[src/rtl/rom_fetch_buffer.sv]
// rom_fetch_buffer: fully-associative word buffer between the CPU fetch port and the SPI ROM reader.
// Latency: hit -> rsp_valid 1 cycle after accept; miss -> rsp_valid 1 cycle after rom_data_valid rises.
// Backpressure: one fetch in flight (req_ready low outside IDLE), rsp held until rsp_ready, rom_addr held until rom_addr_ready.
//
// Ports: clk/rstn (sync, active-low); req_* CPU fetch request (byte address, bits [1:0] ignored);
//        rsp_* fetched word to CPU; flush invalidates all entries; rom_addr* request to the ROM reader;
//        rom_data/rom_data_valid word returned by the ROM reader (valid may stay high several cycles).
// Optional feature macro: ROM_FETCH_PREFETCH_EN -- after a miss response, prefetch the next word if not buffered.
module rom_fetch_buffer #(
    parameter int DEPTH  = 4,
    parameter int ADDR_W = 24
) (
    input  logic              clk,
    input  logic              rstn,
    input  logic [ADDR_W-1:0] req_addr,
    input  logic              req_valid,
    output logic              req_ready,
    output logic [31:0]       rsp_data,
    output logic              rsp_valid,
    input  logic              rsp_ready,
    input  logic              flush,
    output logic [ADDR_W-1:0] rom_addr,
    output logic              rom_addr_valid,
    input  logic              rom_addr_ready,
    input  logic [31:0]       rom_data,
    input  logic              rom_data_valid
);
    localparam int TAG_W = ADDR_W - 2;
    localparam int PTR_W = $clog2(DEPTH);

`ifdef ROM_FETCH_PREFETCH_EN
    typedef enum logic [2:0] {S_IDLE, S_ISSUE, S_WAIT, S_RESP, S_PF_ISSUE, S_PF_WAIT} state_t;
`else
    typedef enum logic [1:0] {S_IDLE, S_ISSUE, S_WAIT, S_RESP} state_t;
`endif

    state_t            state_q, state_d;
    logic [DEPTH-1:0]  valid_q, valid_d;
    logic [TAG_W-1:0]  tag_q  [DEPTH];
    logic [TAG_W-1:0]  tag_d  [DEPTH];
    logic [31:0]       data_q [DEPTH];
    logic [31:0]       data_d [DEPTH];
    logic [PTR_W-1:0]  ptr_q, ptr_d;
    logic [TAG_W-1:0]  cur_tag_q, cur_tag_d;
    logic [31:0]       rsp_data_q, rsp_data_d;
    logic              rsp_valid_q, rsp_valid_d;
    logic [ADDR_W-1:0] rom_addr_q, rom_addr_d;
    logic              rom_addr_valid_q, rom_addr_valid_d;
    logic              flush_pending_q, flush_pending_d;
    logic              rom_dv_q, rom_dv_d;

    logic [TAG_W-1:0]  req_tag;
    logic              lookup_hit;
    logic [31:0]       lookup_data;
    logic              rom_edge;
    logic              fill_en;
    logic [TAG_W-1:0]  fill_tag;
    logic              unused_addr_bits;

`ifdef ROM_FETCH_PREFETCH_EN
    logic              miss_q, miss_d;
    logic [TAG_W-1:0]  pf_tag;
    logic              pf_hit;
    assign pf_tag = cur_tag_q + TAG_W'(1);
`endif

    assign req_tag          = req_addr[ADDR_W-1:2];
    assign unused_addr_bits = ^req_addr[1:0];
    // Only a 0->1 transition counts, so a level left high by an earlier read is not taken as new data.
    assign rom_edge         = rom_data_valid && !rom_dv_q;
    assign rom_dv_d         = rom_data_valid;

    assign req_ready      = rstn && (state_q == S_IDLE) && !flush_pending_q && !flush;
    assign rsp_data       = rsp_data_q;
    assign rsp_valid      = rsp_valid_q;
    assign rom_addr       = rom_addr_q;
    assign rom_addr_valid = rom_addr_valid_q;

    // Parallel tag compare; fills only follow a miss on the same tag, so at most one entry matches.
    always_comb begin
        lookup_hit  = 1'b0;
        lookup_data = '0;
`ifdef ROM_FETCH_PREFETCH_EN
        pf_hit      = 1'b0;
`endif
        for (int i = 0; i < DEPTH; i++) begin
            if (valid_q[i] && (tag_q[i] == req_tag)) begin
                lookup_hit  = 1'b1;
                lookup_data = data_q[i];
            end
`ifdef ROM_FETCH_PREFETCH_EN
            if (valid_q[i] && (tag_q[i] == pf_tag)) begin
                pf_hit = 1'b1;
            end
`endif
        end
    end

    always_comb begin
        state_d          = state_q;
        valid_d          = valid_q;
        tag_d            = tag_q;
        data_d           = data_q;
        ptr_d            = ptr_q;
        cur_tag_d        = cur_tag_q;
        rsp_data_d       = rsp_data_q;
        rsp_valid_d      = rsp_valid_q;
        rom_addr_d       = rom_addr_q;
        rom_addr_valid_d = rom_addr_valid_q;
        flush_pending_d  = flush_pending_q;
        fill_en          = 1'b0;
        fill_tag         = cur_tag_q;
`ifdef ROM_FETCH_PREFETCH_EN
        miss_d           = miss_q;
`endif

        // A flush during a transaction is remembered and applied once back in IDLE.
        if (flush && (state_q != S_IDLE)) begin
            flush_pending_d = 1'b1;
        end

        case (state_q)
            S_IDLE: begin
                if (flush || flush_pending_q) begin
                    valid_d         = '0;
                    ptr_d           = '0;
                    flush_pending_d = 1'b0;
                end else if (req_valid && req_ready) begin
                    cur_tag_d = req_tag;
                    if (lookup_hit) begin
                        rsp_data_d  = lookup_data;
                        rsp_valid_d = 1'b1;
                        state_d     = S_RESP;
`ifdef ROM_FETCH_PREFETCH_EN
                        miss_d      = 1'b0;
`endif
                    end else begin
                        rom_addr_d       = {req_tag, 2'b00};
                        rom_addr_valid_d = 1'b1;
                        state_d          = S_ISSUE;
`ifdef ROM_FETCH_PREFETCH_EN
                        miss_d           = 1'b1;
`endif
                    end
                end
            end
            S_ISSUE: begin
                if (rom_addr_ready) begin
                    rom_addr_valid_d = 1'b0;
                    state_d          = S_WAIT;
                end
            end
            S_WAIT: begin
                if (rom_edge) begin
                    fill_en     = 1'b1;
                    rsp_data_d  = rom_data;
                    rsp_valid_d = 1'b1;
                    state_d     = S_RESP;
                end
            end
            S_RESP: begin
                if (rsp_ready) begin
                    rsp_valid_d = 1'b0;
                    state_d     = S_IDLE;
`ifdef ROM_FETCH_PREFETCH_EN
                    // A pending flush would discard the prefetched word anyway, so skip it.
                    if (miss_q && !pf_hit && !flush_pending_q && !flush) begin
                        rom_addr_d       = {pf_tag, 2'b00};
                        rom_addr_valid_d = 1'b1;
                        state_d          = S_PF_ISSUE;
                    end
`endif
                end
            end
`ifdef ROM_FETCH_PREFETCH_EN
            S_PF_ISSUE: begin
                if (rom_addr_ready) begin
                    rom_addr_valid_d = 1'b0;
                    state_d          = S_PF_WAIT;
                end
            end
            S_PF_WAIT: begin
                if (rom_edge) begin
                    fill_en  = !(flush_pending_q || flush);
                    fill_tag = pf_tag;
                    state_d  = S_IDLE;
                end
            end
`endif
            default: state_d = S_IDLE;
        endcase

        // Round-robin fill, independent of which entries are currently valid.
        if (fill_en) begin
            valid_d[ptr_q] = 1'b1;
            tag_d[ptr_q]   = fill_tag;
            data_d[ptr_q]  = rom_data;
            ptr_d          = ptr_q + PTR_W'(1);
        end
    end

    always_ff @(posedge clk) begin
        if (!rstn) begin
            state_q          <= S_IDLE;
            valid_q          <= '0;
            ptr_q            <= '0;
            cur_tag_q        <= '0;
            rsp_data_q       <= '0;
            rsp_valid_q      <= 1'b0;
            rom_addr_q       <= '0;
            rom_addr_valid_q <= 1'b0;
            flush_pending_q  <= 1'b0;
            rom_dv_q         <= 1'b0;
`ifdef ROM_FETCH_PREFETCH_EN
            miss_q           <= 1'b0;
`endif
        end else begin
            state_q          <= state_d;
            valid_q          <= valid_d;
            ptr_q            <= ptr_d;
            cur_tag_q        <= cur_tag_d;
            rsp_data_q       <= rsp_data_d;
            rsp_valid_q      <= rsp_valid_d;
            rom_addr_q       <= rom_addr_d;
            rom_addr_valid_q <= rom_addr_valid_d;
            flush_pending_q  <= flush_pending_d;
            rom_dv_q         <= rom_dv_d;
`ifdef ROM_FETCH_PREFETCH_EN
            miss_q           <= miss_d;
`endif
        end
    end

    // Tag/data storage needs no reset: valid_q gates every use.
    always_ff @(posedge clk) begin
        tag_q  <= tag_d;
        data_q <= data_d;
    end
endmodule

[config.mk]
export PLATFORM = sky130hd
export DESIGN_NAME = rom_fetch_buffer
export DESIGN_NICKNAME = d
export VERILOG_FILES = /design/src/rtl/rom_fetch_buffer.sv
export SDC_FILE = /design/constraint.sdc
export NUM_CORES = 1
export LEC_CHECK = 0
export CAP_MARGIN = 20
export CORE_UTILIZATION = 25
export DETAILED_ROUTE_END_ITERATION = 10
export HOLD_SLACK_MARGIN = 0.03
export PLACE_DENSITY = 0.49
export SYNTH_ARGS = -nofsm -noshare
export SYNTH_HDL_FRONTEND = slang
export SYNTH_SLANG_ARGS = --single-unit
[constraint.sdc]
create_clock -name clk -period 4.1 [get_ports clk]
set_input_delay 1.23 -clock clk [delete_from_list [all_inputs] [get_ports clk]]
set_output_delay 1.23 -clock clk [all_outputs]
set_load 0.02 [all_outputs]
==> impl_metrics.tcl <==
set metrics [dict create \
    maxCapViolCount 0 \
    path_clk_slew_ns 0.05 \
    syn_inst 938 \
    wl_per_cell_um 18.9 \
    switchingPower_mw 1.78 \
    pwr-share-seq_pct 46.7 \
    clk_latency_ns 0.53 \
    synth-edff-count 216 \
    post_cts_resized 0 \
    num_io_pins 122 \
    placedInstanceArea_mm2 0.0149 \
    grt_pass1_vias 8030 \
    syn-cell-area_mm2 0.0124 \
    outcome "completed" \
    yosysMostFrequentCell "edfxtp_1" \
    fin_ws_ns 0.261 \
    final_max_slew_viol_count 0 \
    design_area_mm2 0.0160 \
    dp_hpwl_mm 21.8 \
    worst_slew_pin_slew_ns 0.606 \
    crit_top_cell "clkdlybuf4s50_1" \
    yosysSeqAreaShare_pct 66.3 \
    multi_input_area_mm2 0.00372 \
    cts_made_buffers 36 \
    rsz0062_at_grt "false" \
    totalPowerFinal_mw 7.40 \
    ir_drop_mv 0.237 \
    nNetsFinal 1173 \
    dieWidth_um 225 \
    overflow 0 \
    cts_setup_buffers 0 \
    cts_tree "built" \
    critPathMaxStageDelay_ns 0.63 \
    globalplace.congestion 0.826 \
    die-area_mm2 0.0506 \
    grt_pass1_wl_mm 51.0 \
    clock-skew-final_ns 0.0141 \
    place_ws_ns -0.0301 \
    avgSynthCellArea_um2 13.3 \
    seqCellArea_mm2 0.00825 \
    ys_types 47 \
    antenna_found_initial 1 \
    ys_seq_elements 304 \
    reg2reg_slack_ns 1.40 \
    first_pass_iters 5 \
    period_share_pct 93.6 \
    synthTopCellsByArea "edfxtp_1 (52%), dfxtp_1 (14%), xnor2_1 (4.6%), o32ai_2 (3.9%), nor2_1 (3.1%)" \
    p_sw_share_pct 24.0 \
    portBuffers 117 \
    initial_core_util_pct 25.4 \
    async_flop_share_pct 0 \
    synth-main-ff-cell "edfxtp_1" \
    clkSinkCount 304 \
    hold_violations 0 \
    clock_path_buffers 3 \
    wl_met2_mm 15.4 \
    die_y_um 225 \
    cts_max_level 2 \
    hp-class "reg2reg" \
    layout-drive-gt1-share_pct 15.4 \
    drt-initial-drc-count 492 \
    critPathSlowestCell "clkdlybuf4s50_1" \
    path_class "in2out" \
    drc 0 \
    areaGrowthSynthToFinish_pct 28.8 \
    drt-total-wl_mm 33.8 \
    required_ns 2.87 \
    worst_setup_path_end_kind "output port" \
    finalSetupViolations 0 \
    cts_root_buf "clkbuf_16" \
    ff2ff_path_depth 8 \
    grt_max_degree 35 \
    synth.top_cell.area_share_pct 52.1 \
    drt-met1-wl_mm 16.1 \
    fillers 4874 \
    top_layer_used "met4" \
    ys_warn_count 0 \
    maxSlewHeadroom_pct 59.6 \
    synth_commonest_cells "edfxtp_1 (216), nor2_1 (103), dfxtp_1 (88), xnor2_1 (65), nand2_1 (53)" \
    wl_met3_mm 1.60 \
    path_max_fanout 3 \
    grt_use_total_pct 13.5 \
    internal_power_mw 5.62 \
    hold_buffers 0 \
    min_path_cells 2 \
    power_density_mw_per_mm2 462 \
    setup.worst_path.start_class "input port" \
    pwr-share-comb_pct 11.7 \
    path_cells "clkdlybuf4s50_1 > nor2_1 > and3_1 > clkdlybuf4s50_1" \
    layout_min_cycle_time_ns 3.84 \
    num_rows 81 \
    core_area_mm2 0.0491 \
    vias 8035 \
    ant_nets 0 \
    setup-tns-final_ns 0 \
    p_leak_nw 5.36 \
    clockPowerShare_pct 41.6 \
    via_per_inst 4.48 \
    critical_path_arrival_ns 2.61 \
    synth_top_area_cell "edfxtp_1" \
    fmax_mhz 260 \
]
[routing by layer]
metal	vias up	global-route usage, %
li1	3774	-
met1	4001	18.8
met2	204	21.3
met3	56	2.46
met4	0	3.93
met5	-	0
[final timing paths]
| path | end | startpoint |
|---|---|---|
| hold reg to reg | rsp_data[20] | rsp_data[20] |
| hold / removal | rsp_data[20] | rsp_data[20] |
| setup reg to reg | rsp_data[1] | tag_q[19] |
| setup / recovery | req_ready | flush |
[registers in the layout, summed over array words and instances, names as in the netlist]
name             count
data_q             128
tag_q               88
rsp_data            32
cur_tag_q           22
rom_addr            22
valid_q              4
ptr_q                2
state_q              2
flush_pending_q      1
rom_addr_valid       1
rom_dv_q             1
rsp_valid            1
[cells in the final DEF (no fill, tap or decap), types with 3 or more instances in the layout]
master	synthesis	routed
mux2i_1	23	23
nand4_1	25	25
nand2_1	53	53
o32ai_2	30	30
clkbuf_16	0	37
and2_2	0	4
clkinv_2	0	3
o31a_1	32	32
buf_12	0	13
ha_1	9	9
nand3_1	29	28
edfxtp_1	216	216
buf_4	7	64
nor4_1	9	9
dfxtp_1	88	88
nor3_1	6	6
clkbuf_8	0	8
inv_1	40	40
o32ai_1	3	3
xor2_1	26	26
clkdlybuf4s50_1	0	117
a21oi_1	38	38
nor2b_1	3	3
clkbuf_1	40	10
xnor2_1	65	65
a221oi_1	32	32
nor2_1	103	101
[power by group through the flow]
stage	combinational [mW]	clock (mW)	sequential, mW
after CTS	0.878	3.19	3.46
after detailed placement	0.875	0	3.53
final	0.867	3.08	3.46
after global routing	0.946	3.27	3.47
after global placement	0.871	0	3.52
after floorplan	0.492	0	3.54
[per-stage QoR]
stage | hold slack (ns) | utilization (%) | std cells
finish | 0.467 | 32.7 | 1792
global route | 0.488 | 32.7 | 1791
CTS | 0.471 | 32.7 | 1791
detailed placement | 0.458 | 30.3 | 1727
global placement | 0.458 | 30.3 | 1727
floorplan | 0.457 | - | 939
[area by class of cell]
| cell class | count | share of cell area [%] |
|---|---|---|
| multi-input combinational | 525 | 23.2 |
| tap | 664 | 5.18 |
| sequential | 304 | 51.5 |
| timing repair buffer | 194 | 11.9 |
| clock inverter | 9 | 0.515 |
| clock buffer | 55 | 6.70 |
| inverter | 40 | 0.937 |
| antenna | 1 | 0.0156 |
[critical path: cells and delay by family]
kind / cells / cell delay (ns)
simple gates: 2 / 0.34
buf+inv: 2 / 1.04
[cells by family (layout without fill, tap and decap cells)]
kind of cell	after synthesis	in the layout	synth area share, %
flops	304	304	66.3
mux	23	23	1.85
simple gates	253	253	9.62
fa+ha+maj	9	9	0.905
compound gates	147	147	11.0
buf+inv	110	298	3.91
xor+xnor	91	91	6.41
other cells	1	3	0.0301
Power figures use the tool's default switching activity.
